<file path="src/rtl/eve_parent_streamer.sv">
// eve_parent_streamer: transmit side of the PE parent-gene interface.
// Fetches parent A and parent B genes from a single-port gene memory (one
// read per state, 1-cycle read latency) and pushes them pairwise into the
// PE parent FIFOs, gated by a credit counter that mirrors FIFO free space.
// Optional feature macro: EVE_STREAM_CHECKSUM_EN (running XOR of pushes).
// All outputs are registered; read strobes are computed one cycle ahead
// from the next-state values so they line up with the RD_A/RD_B states.
module eve_parent_streamer #(
   parameter int GENE_W  = 64,
   parameter int ADDR_W  = 10,
   parameter int LEN_W   = 8,
   parameter int CREDITS = 8
) (
   input  logic              input_clk,
   input  logic              reset,
   input  logic              start,
   input  logic [ADDR_W-1:0] base_a,
   input  logic [ADDR_W-1:0] base_b,
   input  logic [LEN_W-1:0]  len_a,
   input  logic [LEN_W-1:0]  len_b,
   input  logic [7:0]        genome_id_in,
   output logic              busy,
   output logic              done,
   output logic              mem_rd_en,
   output logic [ADDR_W-1:0] mem_addr,
   input  logic [GENE_W-1:0] mem_rdata,
   output logic [GENE_W-1:0] parent1,
   output logic [GENE_W-1:0] parent2,
   output logic              wr_en,
   output logic [7:0]        genomeID,
   input  logic              credit_ret,
   output logic [GENE_W-1:0] checksum
);

   localparam int                CRED_W   = $clog2(CREDITS + 1);
   localparam logic [CRED_W-1:0] CRED_MAX = CRED_W'(CREDITS);

   typedef enum logic [2:0] {
      S_IDLE = 3'd0,
      S_RD_A = 3'd1,
      S_RD_B = 3'd2,
      S_PUSH = 3'd3,
      S_DONE = 3'd4
   } state_t;

   state_t              state_r, state_nxt_s;
   logic [CRED_W-1:0]   credits_r, credits_nxt_s;
   logic [LEN_W-1:0]    index_r, index_nxt_s;
   logic [LEN_W:0]      index_inc_s;
   logic [ADDR_W-1:0]   base_a_r, base_b_r;
   logic [LEN_W-1:0]    len_a_r, len_b_r, pair_cnt_r;
   logic [ADDR_W-1:0]   base_a_nxt_s, base_b_nxt_s;
   logic [LEN_W-1:0]    len_a_nxt_s, len_b_nxt_s, pair_cnt_in_s;
   logic                accept_s;
   logic                rd_issue_s;
   logic                rvalid_r;
   logic [GENE_W-1:0]   a_data_r;
   logic [GENE_W-1:0]   rd_gene_s;
   logic                rd_en_nxt_s;
   logic [ADDR_W-1:0]   addr_nxt_s;
   logic                busy_r, done_r, mem_rd_en_r, wr_en_r;
   logic [ADDR_W-1:0]   mem_addr_r;
   logic [GENE_W-1:0]   parent1_r, parent2_r;
   logic [7:0]          genome_id_r;

   // Job acceptance, job-parameter lookahead and returned read data selection
   always_comb begin
      accept_s      = (state_r == S_IDLE) && start;
      pair_cnt_in_s = (len_a > len_b) ? len_a : len_b;
      if (accept_s) begin
         base_a_nxt_s = base_a;
         base_b_nxt_s = base_b;
         len_a_nxt_s  = len_a;
         len_b_nxt_s  = len_b;
      end else begin
         base_a_nxt_s = base_a_r;
         base_b_nxt_s = base_b_r;
         len_a_nxt_s  = len_a_r;
         len_b_nxt_s  = len_b_r;
      end
      // A gene beyond the genome length was never read: it is the zero pad
      if (rvalid_r) begin
         rd_gene_s = mem_rdata;
      end else begin
         rd_gene_s = {GENE_W{1'b0}};
      end
   end

   // Next-state, index and credit computation
   always_comb begin
      state_nxt_s = state_r;
      index_nxt_s = index_r;
      index_inc_s = {1'b0, index_r} + {{LEN_W{1'b0}}, 1'b1};
      rd_issue_s  = (state_r == S_RD_A) && (credits_r != {CRED_W{1'b0}});
      case (state_r)
         S_IDLE: begin
            if (accept_s) begin
               index_nxt_s = {LEN_W{1'b0}};
               if (pair_cnt_in_s == {LEN_W{1'b0}}) begin
                  state_nxt_s = S_DONE;
               end else begin
                  state_nxt_s = S_RD_A;
               end
            end else begin
               state_nxt_s = S_IDLE;
            end
         end
         S_RD_A: begin
            if (rd_issue_s) begin
               state_nxt_s = S_RD_B;
            end else begin
               state_nxt_s = S_RD_A;
            end
         end
         S_RD_B: state_nxt_s = S_PUSH;
         S_PUSH: begin
            index_nxt_s = index_inc_s[LEN_W-1:0];
            if (index_inc_s < {1'b0, pair_cnt_r}) begin
               state_nxt_s = S_RD_A;
            end else begin
               state_nxt_s = S_DONE;
            end
         end
         S_DONE: begin
            index_nxt_s = {LEN_W{1'b0}};
            state_nxt_s = S_IDLE;
         end
         default: begin
            index_nxt_s = {LEN_W{1'b0}};
            state_nxt_s = S_IDLE;
         end
      endcase

      // Simultaneous return and issue cancel; a return at full credit is dropped
      case ({credit_ret, rd_issue_s})
         2'b10: begin
            if (credits_r != CRED_MAX) begin
               credits_nxt_s = credits_r + {{(CRED_W-1){1'b0}}, 1'b1};
            end else begin
               credits_nxt_s = credits_r;
            end
         end
         2'b01:   credits_nxt_s = credits_r - {{(CRED_W-1){1'b0}}, 1'b1};
         default: credits_nxt_s = credits_r;
      endcase
   end

   // Read strobe/address for the coming cycle, so the registered outputs are
   // active exactly while the FSM sits in a non-stalled RD_A or in RD_B
   always_comb begin
      rd_en_nxt_s = 1'b0;
      addr_nxt_s  = {ADDR_W{1'b0}};
      if ((state_nxt_s == S_RD_A) && (credits_nxt_s != {CRED_W{1'b0}}) &&
          (index_nxt_s < len_a_nxt_s)) begin
         rd_en_nxt_s = 1'b1;
         addr_nxt_s  = base_a_nxt_s + ADDR_W'(index_nxt_s);
      end else if ((state_nxt_s == S_RD_B) && (index_nxt_s < len_b_nxt_s)) begin
         rd_en_nxt_s = 1'b1;
         addr_nxt_s  = base_b_nxt_s + ADDR_W'(index_nxt_s);
      end else begin
         rd_en_nxt_s = 1'b0;
         addr_nxt_s  = {ADDR_W{1'b0}};
      end
   end

   // Control state, credit counter and registered control outputs
   always_ff @(posedge input_clk) begin
      if (!reset) begin
         state_r     <= S_IDLE;
         credits_r   <= CRED_MAX;
         index_r     <= {LEN_W{1'b0}};
         rvalid_r    <= 1'b0;
         busy_r      <= 1'b0;
         done_r      <= 1'b0;
         mem_rd_en_r <= 1'b0;
         mem_addr_r  <= {ADDR_W{1'b0}};
         wr_en_r     <= 1'b0;
      end else begin
         state_r     <= state_nxt_s;
         credits_r   <= credits_nxt_s;
         index_r     <= index_nxt_s;
         rvalid_r    <= mem_rd_en_r;
         busy_r      <= (state_nxt_s != S_IDLE);
         done_r      <= (state_nxt_s == S_DONE);
         mem_rd_en_r <= rd_en_nxt_s;
         mem_addr_r  <= addr_nxt_s;
         wr_en_r     <= (state_r == S_PUSH);
      end
   end

   // Job parameters, gene capture and parent output registers
   always_ff @(posedge input_clk) begin
      if (!reset) begin
         base_a_r    <= {ADDR_W{1'b0}};
         base_b_r    <= {ADDR_W{1'b0}};
         len_a_r     <= {LEN_W{1'b0}};
         len_b_r     <= {LEN_W{1'b0}};
         pair_cnt_r  <= {LEN_W{1'b0}};
         genome_id_r <= 8'd0;
         a_data_r    <= {GENE_W{1'b0}};
         parent1_r   <= {GENE_W{1'b0}};
         parent2_r   <= {GENE_W{1'b0}};
      end else begin
         if (accept_s) begin
            base_a_r    <= base_a;
            base_b_r    <= base_b;
            len_a_r     <= len_a;
            len_b_r     <= len_b;
            pair_cnt_r  <= pair_cnt_in_s;
            genome_id_r <= genome_id_in;
         end
         if (state_r == S_RD_B) begin
            a_data_r <= rd_gene_s;
         end
         if (state_r == S_PUSH) begin
            parent1_r <= a_data_r;
            parent2_r <= rd_gene_s;
         end
      end
   end

`ifdef EVE_STREAM_CHECKSUM_EN
   logic [GENE_W-1:0] checksum_r;

   // Running XOR of every pushed pair, cleared when a job is accepted
   always_ff @(posedge input_clk) begin
      if (!reset) begin
         checksum_r <= {GENE_W{1'b0}};
      end else if (accept_s) begin
         checksum_r <= {GENE_W{1'b0}};
      end else if (state_r == S_PUSH) begin
         checksum_r <= checksum_r ^ a_data_r ^ rd_gene_s;
      end else begin
         checksum_r <= checksum_r;
      end
   end

   assign checksum = checksum_r;
`else
   assign checksum = {GENE_W{1'b0}};
`endif

   assign busy      = busy_r;
   assign done      = done_r;
   assign mem_rd_en = mem_rd_en_r;
   assign mem_addr  = mem_addr_r;
   assign wr_en     = wr_en_r;
   assign parent1   = parent1_r;
   assign parent2   = parent2_r;
   assign genomeID  = genome_id_r;

endmodule

</file>
<file path="config.mk">
export PLATFORM = sky130hd
export DESIGN_NAME = eve_parent_streamer
export DESIGN_NICKNAME = d
export VERILOG_FILES = /design/src/rtl/eve_parent_streamer.sv
export SDC_FILE = /design/constraint.sdc
export NUM_CORES = 1
export LEC_CHECK = 0
export CAP_MARGIN = 0
export CORE_MARGIN = 4
export CORE_UTILIZATION = 25
export DETAILED_ROUTE_END_ITERATION = 7
export PLACE_DENSITY = 0.57
export SLEW_MARGIN = 20
export SYNTH_ARGS = -nofsm -noshare
export SYNTH_HDL_FRONTEND = slang
export SYNTH_SLANG_ARGS = --single-unit
export TNS_END_PERCENT = 50
</file>
<file path="constraint.sdc">
create_clock -name input_clk -period 5.3 [get_ports input_clk]
set_input_delay 1.59 -clock input_clk [delete_from_list [all_inputs] [get_ports input_clk]]
set_output_delay 1.59 -clock input_clk [all_outputs]
set_load 0.005 [all_outputs]
</file>
==> metrics.md <==
| Metric | Value |
|---|---|
| DRC viols | 0 |
| # hold bufs at CTS | 0 |
| Reg-to-reg critical path startpoint | state_r[0] |
| Cell Area, Synth | 12010 sq um |
| Status | finished clean |
| FF/Latch Area | 5489 sq um |
| Area of the multi-input gates | 5771 sq um |
| Placed Cells | 2292 |
| Power Density | 338.0 nW/um^2 |
| Synth cell types | 60 |
| Critical path class | in2reg |
| RSZ-0062 raised after global routing | false |
| Clock transition at path regs | 0.06 ns |
| Max-cap violation count | 0 |
| Worst VDD drop | 179.5 uV |
| Max transition margin | 27.97% |
| Post-route minimum period | 4.444 ns |
| Synthesis-to-finish area growth | 34.57% |
| Antenna violations before repair | 0 |
| DR vias | 10756 |
| Hold Slack | 0.4470 ns |
| Reg2Reg Setup Slack | 1.25 ns |
| Diode count | 0 |
| Final period utilization | 83.85% |
| Routed Antenna Nets | 0 |
| Hold Path Stages | 2 |
| CTS tree | yes |
| Fin. Hold Viols | 0 |
| CP Capture Type | flip-flop |
| Row Count | 80 |
| Die area | 51600 sq um |
| Fill cells | 4992 |
| Avg Synthesized Cell Area | 8.004 sq um |
| Hold Path Origin | a_data_r[22] |
| Largest fanout on the critical path | 39 |
| HP Class | reg2reg |
| Post-CTS Setup Bufs | 0 |
| Setup TNS | 0 ns |
| Synth warn | 0 |
| DRT iter0 DRCs | 638 |
| Io pins | 326 |
| Vias/cell | 4.569 |
| Post-DP HPWL | 25880 microns |
| Max Clock Freq | 0.2250 GHz |
| Die Wd | 227.2 microns |
| Post-cts resize count | 0 |
| Routed WL per cell | 16.17 microns |
| Mapped Cells | 1500 |
| Grt ovf | 0 |
| Yosys reg bits | 274 |
| CTS root buffer | clkbuf_16 |
| CP required | 5.77 ns |
| RePlAce Congestion | 0.8348 |
| Worst Tran Pin Value | 1.081 ns |
| Seq/Total Area, Yosys | 45.69% |
| DP Area | 14950 sq um |
| Lkg Pwr | 0.005898 uW |
| Total GRT Usage | 13.89% |
| Vias in the first global route | 10102 |
| Final number of max-transition violations | 0 |
| Max clock buf depth | 3 |
| Core area | 47650 sq um |
| # nets final | 1878 |
| # port buffers | 261 |
| FF-to-FF End | mem_addr[7] |
| Clk sinks | 274 |
| Initial Util | 25.20% |
| Post-synth EDFFs | 0 |
| First-pass GRT wire length | 57070 microns |
| Finished Layout Cells | 2354 |
| Routed Wire Length | 38070 microns |
| Die H | 227.2 microns |
| Arrival time worst endpoint | 4.92 ns |
| Setup violators final | 0 |
| Design Area, Final | 16160 sq um |
| Clock Skews | 0.01676 ns |
| Async SR Flop Fraction | 0% |
| Layout cell share with drive strength beyond 1 | 5.520% |
| Pre-antenna DRT Iters | 7 |
| Largest net degree at the start of global routing | 102 |
| Clock Latency Late Sink | 0.54 ns |
| Hold EP | parent1[22] |
| Total CTS buffers | 35 |
| CP Launch Type | input pin |
| Primary FF master, synth | dfxtp_1 |
| H-tree depth | 2 |
| FF-to-FF path depth | 10 |
-- sequential cells by signal, indices dropped and copies added (netlist names) --
name / count
busy: 1
index_r: 8
base_a_r: 10
genomeID: 8
a_data_r: 64
credits_r: 4
len_b_r: 8
state_r: 3
rvalid_r: 1
mem_rd_en: 1
parent1: 64
done: 1
parent2: 64
base_b_r: 10
mem_addr: 10
len_a_r: 8
pair_cnt_r: 8
wr_en: 1
-- stage by stage --
stage / utilization (%) / power (uW) / setup slack (ns)
finish: 33.91 / 5460 / 0.8562
global route: 33.91 / 5713 / 0.7402
CTS: 33.90 / 5550 / 0.9036
detailed placement: 31.38 / 3044 / 0.3454
global placement: 31.38 / 3032 / 0.4146
floorplan: - / 2753 / 1.141
-- cell type report --
type                       instances  area share [%]
clock inverter                    11          0.9680
multi-input combinational       1091           35.72
timing repair buffer             280           17.31
inverter                          32          0.7899
tap                              615           4.763
sequential                       274           33.97
clock buffer                      51           6.482
-- per-layer routing --
metal  track usage [%]  vias up  part of all wire (%)  routed length, microns
li1                  -     5377                     -                       -
met1             17.97     5029                    44                   16860
met2             22.70      282                    47                   17870
met3             2.953       68                   5.4                    2074
met4             5.602        0                   3.3                    1266
met5                 0        -                     0                       0
-- report_power, final --
group	total, uW	internal, uW	switching [uW]
combinational	779	302	476
sequential	2210	2140	78.4
clock	2470	1520	945
-- placed cells by master, fill, tap and decap left out, types with 8 or more instances in the layout --
cell,Yosys,routed
nand2_1,339,339
and2_1,11,11
nor3_1,11,11
a211oi_1,12,12
buf_4,66,15
inv_1,32,31
clkdlybuf4s50_1,0,261
mux2i_1,14,14
xnor2_1,11,11
a21oi_1,261,261
a22o_1,12,12
nor2_1,71,70
a21o_1,8,8
ha_1,50,50
nand3_1,141,141
o21ai_0,15,15
dfxtp_1,274,273
conb_1,1,64
clkbuf_8,0,9
clkbuf_16,0,36
-- how the worst max path moves through the flow --
stage                from     endpoint  slack (ns)  cells past startpoint
floorplan           start  mem_addr[7]        1.14                     13
global placement    start  mem_addr[2]        0.41                     11
detailed placement  start  mem_addr[2]        0.35                     11
CTS                 start  mem_addr[7]        0.90                     11
global route        start  mem_addr[7]        0.74                     11
finish              start  mem_addr[7]        0.86                     11
-- kinds of logic (layout without fill, tap and decap cells) --
group | Yosys count | in the layout | synth area share [%]
compound gates | 336 | 336 | 15.88
fa+ha+maj | 52 | 52 | 5.544
other cells | 1 | 64 | 0.03123
flops | 274 | 274 | 45.69
xor+xnor | 18 | 18 | 1.313
simple gates | 607 | 607 | 21.89
mux | 14 | 14 | 1.167
buf+inv | 198 | 374 | 8.483
-- cells in the mapped netlist (7+ instances only) --
master	n	area (sq um)
o21ai_0	15	75.07
xor2_1	7	61.31
xnor2_1	11	96.34
a21oi_1	261	1306
a21o_1	8	60.06
buf_4	66	495.5
nand2_1	339	1272
and2_1	11	68.82
a22o_1	12	105.1
mux2i_1	14	140.1
buf_1	9	33.78
nor3_1	11	55.05
clkbuf_1	84	315.3
a211oi_1	12	90.09
ha_1	50	625.6
nor2_1	71	266.5
nand2b_1	7	43.79
dfxtp_1	274	5485
inv_1	32	120.1
nand3_1	141	705.7
-- worst max-delay path: stages --
cell	delay, ns
clkdlybuf4s50_1	0.60
nor4b_4	0.30
buf_12	0.26
mux2i_1	0.30
ha_1	0.30
a21oi_1	0.16
nand2_1	0.08
a2111o_1	0.42
a221oi_2	0.19
and4_1	0.48
a22o_1	0.22
(Power assumes the default switching activity.)
